==> config.mk <==
export PLATFORM = sky130hd
export DESIGN_NAME = unified_mem_arbiter
export DESIGN_NICKNAME = d
export VERILOG_FILES = /design/src/rtl/mem_arb_pkg.sv /design/src/rtl/unified_mem_arbiter.sv
export SDC_FILE = /design/constraint.sdc
export NUM_CORES = 1
export LEC_CHECK = 0
export ABC_CLOCK_PERIOD_IN_PS = 2900
export BUFFER_PORTS_ARGS = -buffer_cell sky130_fd_sc_hd__buf_2
export CAP_MARGIN = 20
export CELL_PAD_IN_SITES_DETAIL_PLACEMENT = 0
export CELL_PAD_IN_SITES_GLOBAL_PLACEMENT = 2
export CORE_MARGIN = 2
export CORE_UTILIZATION = 12
export CTS_CLUSTER_SIZE = 20
export DETAILED_ROUTE_END_ITERATION = 8
export PLACE_DENSITY_LB_ADDON = 0.1
export SLEW_MARGIN = 5
export SYNTH_ARGS = -nofsm -noshare
export SYNTH_HDL_FRONTEND = slang
export SYNTH_SLANG_ARGS = --single-unit
==> constraint.sdc <==
create_clock -name clk -period 2.9 [get_ports clk]
set_clock_uncertainty 0.1 [all_clocks]
set_input_delay 0.145 -clock clk [delete_from_list [all_inputs] [get_ports clk]]
set_output_delay 0.145 -clock clk [all_outputs]
set_load 0.03 [all_outputs]
==> src/rtl/mem_arb_pkg.sv <==
// Shared types and constants for the unified instruction/data memory arbiter.
package mem_arb_pkg;

    typedef enum logic {ST_IDLE, ST_BUSY} arb_state_e;
    typedef enum logic {GNT_IF, GNT_D} arb_grant_e;

    localparam int XLEN     = 32;
    localparam int LAT_W    = 3;
    localparam int STARVE_W = 4;

endpackage

==> src/rtl/unified_mem_arbiter.sv <==
// Shares one single-port fixed-latency memory between fetch and load/store ports.
// Optional performance counters are enabled with MEM_ARB_PERF_CNT_EN.
module unified_mem_arbiter
    import mem_arb_pkg::*;
#(
    parameter int unsigned ADDR_W       = 10,
    parameter int unsigned MEM_LATENCY  = 1,
    parameter int unsigned STARVE_LIMIT = 4
) (
    input  logic              clk,
    input  logic              reset,
    input  logic              if_req_valid,
    output logic              if_req_ready,
    input  logic [XLEN-1:0]   if_addr,
    output logic              if_rsp_valid,
    output logic [XLEN-1:0]   if_rsp_rdata,
    input  logic              d_req_valid,
    output logic              d_req_ready,
    input  logic [XLEN-1:0]   d_addr,
    input  logic              d_we,
    input  logic [3:0]        d_wstrb,
    input  logic [XLEN-1:0]   d_wdata,
    output logic              d_rsp_valid,
    output logic [XLEN-1:0]   d_rsp_rdata,
    output logic              mem_en,
    output logic              mem_we,
    output logic [3:0]        mem_wstrb,
    output logic [ADDR_W-1:0] mem_addr,
    output logic [XLEN-1:0]   mem_wdata,
    input  logic [XLEN-1:0]   mem_rdata
`ifdef MEM_ARB_PERF_CNT_EN
    ,
    output logic [31:0]       perf_if_stall,
    output logic [31:0]       perf_d_stall,
    output logic [31:0]       perf_conflict
`endif
);

    arb_state_e          r_state, w_state_next;
    arb_grant_e          r_grant, w_grant_next;
    logic                r_d_we, w_d_we_next;
    logic [LAT_W-1:0]    r_lat_cnt, w_lat_next;
    logic [STARVE_W-1:0] r_starve_cnt, w_starve_next;

    logic w_starved;
    logic w_pick_d;
    logic w_pick_if;
    logic w_unused_addr;

    // Fetch overrides data only once it has lost STARVE_LIMIT grants in a row.
    assign w_starved = (r_starve_cnt == STARVE_W'(STARVE_LIMIT)) && if_req_valid;
    assign w_pick_d  = d_req_valid && !w_starved;
    assign w_pick_if = if_req_valid && !w_pick_d;

    assign w_unused_addr = ^{if_addr[XLEN-1:ADDR_W+2], if_addr[1:0],
                             d_addr[XLEN-1:ADDR_W+2], d_addr[1:0]};

    always_comb begin
        w_state_next  = r_state;
        w_grant_next  = r_grant;
        w_d_we_next   = r_d_we;
        w_lat_next    = r_lat_cnt;
        w_starve_next = r_starve_cnt;
        if_req_ready  = 1'b0;
        d_req_ready   = 1'b0;
        if_rsp_valid  = 1'b0;
        if_rsp_rdata  = '0;
        d_rsp_valid   = 1'b0;
        d_rsp_rdata   = '0;
        mem_en        = 1'b0;
        mem_we        = 1'b0;
        mem_wstrb     = '0;
        mem_addr      = '0;
        mem_wdata     = '0;
        unique case (r_state)
            ST_IDLE: begin
                // Reset also gates the combinational grant so outputs stay 0 during reset.
                if (!reset && w_pick_d) begin
                    d_req_ready   = 1'b1;
                    mem_en        = 1'b1;
                    mem_addr      = d_addr[ADDR_W+1:2];
                    mem_we        = d_we;
                    mem_wstrb     = d_we ? d_wstrb : 4'b0000;
                    mem_wdata     = d_we ? d_wdata : '0;
                    w_grant_next  = GNT_D;
                    w_d_we_next   = d_we;
                    w_lat_next    = LAT_W'(MEM_LATENCY);
                    w_state_next  = ST_BUSY;
                    if (if_req_valid) begin
                        if (r_starve_cnt != STARVE_W'(STARVE_LIMIT)) begin
                            w_starve_next = r_starve_cnt + STARVE_W'(1);
                        end
                    end else begin
                        w_starve_next = '0;
                    end
                end else if (!reset && w_pick_if) begin
                    if_req_ready  = 1'b1;
                    mem_en        = 1'b1;
                    mem_addr      = if_addr[ADDR_W+1:2];
                    w_grant_next  = GNT_IF;
                    w_d_we_next   = 1'b0;
                    w_lat_next    = LAT_W'(MEM_LATENCY);
                    w_starve_next = '0;
                    w_state_next  = ST_BUSY;
                end
            end
            ST_BUSY: begin
                w_lat_next = r_lat_cnt - LAT_W'(1);
                if (r_lat_cnt == LAT_W'(1)) begin
                    w_state_next = ST_IDLE;
                    if (r_grant == GNT_D) begin
                        d_rsp_valid = 1'b1;
                        d_rsp_rdata = r_d_we ? '0 : mem_rdata;
                    end else begin
                        if_rsp_valid = 1'b1;
                        if_rsp_rdata = mem_rdata;
                    end
                end
            end
        endcase
    end

    always_ff @(posedge clk or posedge reset) begin
        if (reset) begin
            r_state      <= ST_IDLE;
            r_grant      <= GNT_IF;
            r_d_we       <= 1'b0;
            r_lat_cnt    <= '0;
            r_starve_cnt <= '0;
        end else begin
            r_state      <= w_state_next;
            r_grant      <= w_grant_next;
            r_d_we       <= w_d_we_next;
            r_lat_cnt    <= w_lat_next;
            r_starve_cnt <= w_starve_next;
        end
    end

`ifdef MEM_ARB_PERF_CNT_EN
    always_ff @(posedge clk or posedge reset) begin
        if (reset) begin
            perf_if_stall <= '0;
            perf_d_stall  <= '0;
            perf_conflict <= '0;
        end else begin
            if (if_req_valid && !if_req_ready) perf_if_stall <= perf_if_stall + 32'd1;
            if (d_req_valid && !d_req_ready)   perf_d_stall  <= perf_d_stall + 32'd1;
            if (r_state == ST_IDLE && if_req_valid && d_req_valid) begin
                perf_conflict <= perf_conflict + 32'd1;
            end
        end
    end
`else
    // Counters are compiled out; the arbiter core above is unchanged.
`endif

endmodule

== After elaboration in Yosys (flattened, before gate mapping) ==
Index checks and enable logic that the tools add are counted.

* Add/subtract/negate cells: 2
* Equality and inequality tests: 5
* Multiplexer cells: 43
* Bitwise operators: 1
* Reduce and logical (&&, ||, !) cells: 11

{| class="wikitable"
|+ Operators by type and width
! kind !! number
|-
| 32-bit 2-to-1 mux || 10
|-
| 10-bit 2-to-1 mux || 3
|-
| 4-bit 2-to-1 mux || 7
|-
| 1-bit 2-to-1 mux || 19
|-
| 3-bit 2-to-1 mux || 2
|-
| 3-bit case mux with 2 select lines || 1
|-
| 1-bit logical AND || 5
|-
| 4-bit by 1-bit adder with 4-bit output (second input constant) || 1
|-
| 4-bit by 3-bit equality test with 1-bit output (second input constant) || 1
|-
| 4-bit by 3-bit inequality test with 1-bit output (second input constant) || 1
|-
| 3-bit by 1-bit equality test with 1-bit output (second input constant) || 1
|-
| 1-bit zero test || 3
|-
| 3-bit by 2-bit inequality test with 1-bit output (second input constant) || 1
|-
| 3-bit inequality test (second input constant) || 1
|-
| 3-bit AND reduction || 1
|-
| 3-bit by 1-bit subtractor with 3-bit output (second input constant) || 1
|-
| 1-bit case mux with 2 select lines || 1
|-
| 2-bit AND reduction || 1
|-
| 2-bit nonzero test || 1
|-
| 1-bit inverter || 1
|}

* Register bits: 10
* Bits of input ports: 137
* Output and inout bits: 116
* Word-level logic and storage cells: 67

== Longest topological paths before layout ==
* Depth after elaboration: 10
* Depth in mapped cells: 7
* Depth with buffers taken out: 5

== Worst setup path after synthesis ==
Ideal clock, no wire load.

* Path kind: register to output
* Start: register r_starve_cnt[0]
* End: output mem_addr[2]
* Data arrival time: 1.607 ns
* Setup slack: 1.048 ns
* Cell stages (with the launch flop): 7
* Path buffers: 1
* Cells stage by stage: dfrtp_1 -> inv_1 -> ha_1 -> and4b_1 -> buf_2 -> o211ai_1 -> a21oi_1

* Cells in the longest elaborated chain, start to end: 10

{| class="wikitable"
|+ RTL lines
! item !! line !! text
|-
| start: declaration || unified_mem_arbiter.sv:43 || <nowiki>logic [STARVE_W-1:0] r_starve_cnt, w_starve_next;</nowiki>
|-
| start signal: assignment || unified_mem_arbiter.sv:135 || <nowiki>r_starve_cnt <= w_starve_next;</nowiki>
|-
| 4-bit by 3-bit equality test with 1-bit output (*) || unified_mem_arbiter.sv:51 || <nowiki>assign w_starved = (r_starve_cnt == STARVE_W'(STARVE_LIMIT)) && if_req_valid;</nowiki>
|-
| 1-bit logical AND (*) || unified_mem_arbiter.sv:51 ||
|-
| 1-bit zero test (*) || unified_mem_arbiter.sv:52 || <nowiki>assign w_pick_d = d_req_valid && !w_starved;</nowiki>
|-
| 1-bit logical AND (*) || unified_mem_arbiter.sv:52 ||
|-
| 1-bit zero test || unified_mem_arbiter.sv:53 || <nowiki>assign w_pick_if = if_req_valid && !w_pick_d;</nowiki>
|-
| 1-bit logical AND || unified_mem_arbiter.sv:53 ||
|-
| 1-bit logical AND || unified_mem_arbiter.sv:96 || <nowiki>end else if (!reset && w_pick_if) begin</nowiki>
|-
| 10-bit 2-to-1 mux || unified_mem_arbiter.sv:96 ||
|-
| 10-bit 2-to-1 mux (*) || unified_mem_arbiter.sv:78 || <nowiki>if (!reset && w_pick_d) begin</nowiki>
|-
| 10-bit 2-to-1 mux (*) || unified_mem_arbiter.sv:75 || <nowiki>unique case (r_state)</nowiki>
|-
| end: declaration || unified_mem_arbiter.sv:28 || <nowiki>output logic [ADDR_W-1:0] mem_addr,</nowiki>
|}

Every way passes the cells marked *; elsewhere a longest branch is shown, timed or not.

== Worst setup path after layout ==
* Start: register r_starve_cnt[0]
* End: output mem_wdata[27]

* Cells in the longest elaborated chain, start to end: 7

{| class="wikitable"
|+ RTL lines
! item !! line !! text
|-
| 4-bit by 3-bit equality test with 1-bit output || unified_mem_arbiter.sv:51 ||
|-
| 1-bit logical AND || unified_mem_arbiter.sv:51 ||
|-
| 1-bit zero test || unified_mem_arbiter.sv:52 ||
|-
| 1-bit logical AND || unified_mem_arbiter.sv:52 ||
|-
| 1-bit logical AND || unified_mem_arbiter.sv:78 ||
|-
| 32-bit 2-to-1 mux || unified_mem_arbiter.sv:78 ||
|-
| 32-bit 2-to-1 mux || unified_mem_arbiter.sv:75 ||
|-
| end: declaration || unified_mem_arbiter.sv:29 || <nowiki>output logic [XLEN-1:0] mem_wdata,</nowiki>
|}

No other way between the ends.

==> summary.md <==
| Metric | Value |
|---|---|
| Total track usage | `approximately 8.9%` |
| Yosys warning total | `0` |
| Die height | `116 um` |
| Final Slew Violations | `0` |
| Filler Cell Count | `between 1000 and 1500` |
| Worst Path Max Fanout | `38` |
| Critical Path RT | `2.65 ns` |
| Fin util | `22.3%` |
| Final worst path period share | `between 80% and 90%` |
| Root Buffer | `clkbuf_16` |
| Crit path launch type | `register` |
| Top FF cell, synth | `dfrtp_1` |
| H-tree Lvls | `1` |
| Number of iterations in the first detailed-routing pass | `4` |
| Delay-heaviest family, CP | `simple AND/OR/NAND/NOR gates` |
| PortBufs | `~210` |
| Crit-path max cell delay | `around 0.45 ns` |
| Row cnt | `41` |
| Final worst setup slack | `between 0.5 and 0.6 ns` |
| Initial Utilization | `approximately an eighth` |
| Routed WL | `~7000 um` |
| Yosys cell types | `34` |
| Commonest non-fill, non-tap cell in the layout | `buf_2` |
| Synthesis-stage register bit count | `10` |
| DIE AREA | `0.0136 mm2` |
| Pin count of the biggest net entering global routing | `39` |
| Ant. Diodes | `0` |
| Slowest stage cell, crit path | `and4_4` |
| Placed Instances | `571` |
| Ratio of cells with drive above 1 in the final layout | `between 50 and 60%` |
| DRC viols | `0` |
| Cts bufs inserted | `3` |
| Max cap viols | `0` |
| Clock-pin slew on the worst setup and hold paths | `0.04 ns` |
| Post-synth EDFFs | `0` |
| Outcome | `finished, final reports clean` |
| Antenna violations before repair | `0` |
| Crit path DAT | `2.08 ns` |
| WP buf/inv | `2` |
| Power, Total | `about 1.7 mW` |
| Post-synthesis sequential area ratio | `approximately 16%` |
| CTS tree | `built` |
| Max rail drop VDD | `~0.00022 V` |
| Width of the die | `approximately 120 um` |
| Routability cong. | `between 0.7 and 0.8` |
| WL per Instance | `~12 um` |
| Core region area | `0.0125 mm2` |
| First-pass GRT wire length | `between 9000 and 10000 um` |
| Vias in the first global route | `around 1700` |
| Detailed Place HPWL | `between 5000 and 6000 um` |
| Mapped Nets | `about 350` |
| Asr flop ratio synth | `100%` |
| # nets final | `about 550` |
| Vias | `2103` |
| Yosys top cell area share | `around 41%` |
| Iteration-0 DRC count of the detailed router | `~110` |
| Kind of critical path | `reg -> out` |
| PostCTS Resize Cnt | `0` |
| Mapped Avg Cell Area | `about 7.3 um2` |
| Achievable Freq | `about 430 MHz` |
| Pwr per Cell Area | `around 620 mW/mm2` |
| Min Tclk post-route | `about 2.3 ns` |
| HP Class | `in -> reg` |
| Area leader, netlist | `and2_1` |
| Post-route ant nets | `0` |
| Sum Neg Setup Slack | `0 ns` |
| IO Count | `about 250` |
| Synthesized area | `between 0.0015 and 0.002 mm2` |
| Setup violations, final | `0` |
| Total grt overflow | `0` |
| Via density | `~3.7` |
| Clock Latency Late Sink | `0.23 ns` |
| Max clock buf depth | `2` |
| Tightest Pin Transition | `0.508 ns` |
| Area Growth Syn to Fin | `83.5%` |
| Relative slew slack | `65.9%` |
| Commonest cells after routing, fill and taps aside | `buf_2 (208), and2_1 (100), nand3_1 (12), a21oi_1 (12)` |
| Clock sink count | `10` |
| Final Instance Count excl. Fillers | `about 580` |
| DP Worst Slack | `approximately 0.77 ns` |
| Worst setup EP type | `output port` |
| RSZ-0062 raised after global routing | `no` |
| Leakage | `approximately 1.7 nW` |
| Hold Vio Cnt, Final | `0` |
| Synth area leaders | `and2_1 (41%), dfrtp_1 (16%), o211ai_1 (4.9%)` |
| Crit path cell chain | `inv_1 > ha_1 > nand4b_2 > and4_4 > and2_1 > buf_2` |
| Gate Count Post-Synth | `between 200 and 250` |
-- flip-flops by register name (all words and copies together), names as in the netlist --
register      cells
r_d_we            1
r_grant           1
r_lat_cnt         3
r_starve_cnt      4
r_state           1
-- cell type report --
| class | instances | area (um2) | area share (%) |
|---|---|---|---|
| Clock buffer | 4 | 88.8 | 3.19 |
| Inverter | 7 | 26.3 | 0.943 |
| Timing Repair Buffer | 211 | 1070 | 38.3 |
| Tap cell | 172 | 215 | 7.73 |
| Sequential cell | 10 | 250 | 8.98 |
| Multi-Input combinational cell | 172 | 1140 | 40.9 |
-- metal layers --
layer  vias up  routed length, um  GRT usage, %
met4         0                  0         0.476
met1       926               2600          9.83
met3         0                680          2.18
met2        96               3750          18.0
li1       1081                  -             -
met5         -                  0             0
-- path summary, 6_finish.rpt --
| kind | from | end | slack [ns] | cells after the start |
|---|---|---|---|---|
| min reg2reg | r_lat_cnt[0] | r_lat_cnt[0] | 0.40 | 1 |
| min in group asynchronous | reset | r_state | 0.39 | 3 |
| max in group asynchronous | reset | r_lat_cnt[1] | 2.05 | 3 |
| min | d_req_valid | r_starve_cnt[1] | 0.24 | 3 |
| max | r_starve_cnt[0] | mem_wdata[27] | 0.57 | 6 |
| max reg2reg | r_starve_cnt[0] | r_starve_cnt[3] | 1.01 | 5 |
-- Yosys cell counts, drive strengths merged (2+ instances only) --
| master | number |
|---|---|
| a32o | 3 |
| inv | 7 |
| nor2b | 2 |
| clkbuf | 10 |
| nor3 | 4 |
| nand2 | 3 |
| mux2 | 2 |
| a22o | 2 |
| dfrtp | 10 |
| and2 | 100 |
| ha | 4 |
| nand3 | 12 |
| buf | 8 |
| nor2 | 5 |
| o211ai | 10 |
| a21oi | 12 |
-- report_power, final --
group / switching, mW / internal [mW] / leakage, nW
logic: 0.754 / 0.407 / 1.53
registers: 0.0891 / 0.206 / 0.123
clock network: 0.0612 / 0.207 / 0.0442
-- per-stage QoR --
| step | area (um2) | hold slack [ns] |
|---|---|---|
| floorplan | 1520 | -0.115 |
| detailed placement | 2690 | 0.103 |
| global route | 2790 | 0.268 |
| CTS | 2790 | 0.250 |
| finish | 2790 | 0.239 |
| global placement | 2690 | 0.124 |
-- what timing repair did --
item | CTS | global route
hold endpoints to repair | 10 | 0
hold buffers | 1 | 0
buffers inserted | 0 | 0
-- worst reg2reg max path, stage by stage, from the launching register on --
cell and delay [ns]:
dfrtp_1 0.42, inv_1 0.08, ha_1 0.19, and4b_1 0.50, nor2_1 0.20, a32o_1 0.29
-- cells by family after synthesis --
logic type      share of synthesized area, %
fa+ha+maj                               3.30
flops                                   16.5
simple gates                            55.0
mux                                     2.14
compound gates                          14.6
buf+inv                                 8.49
(Power assumes the default switching activity.)
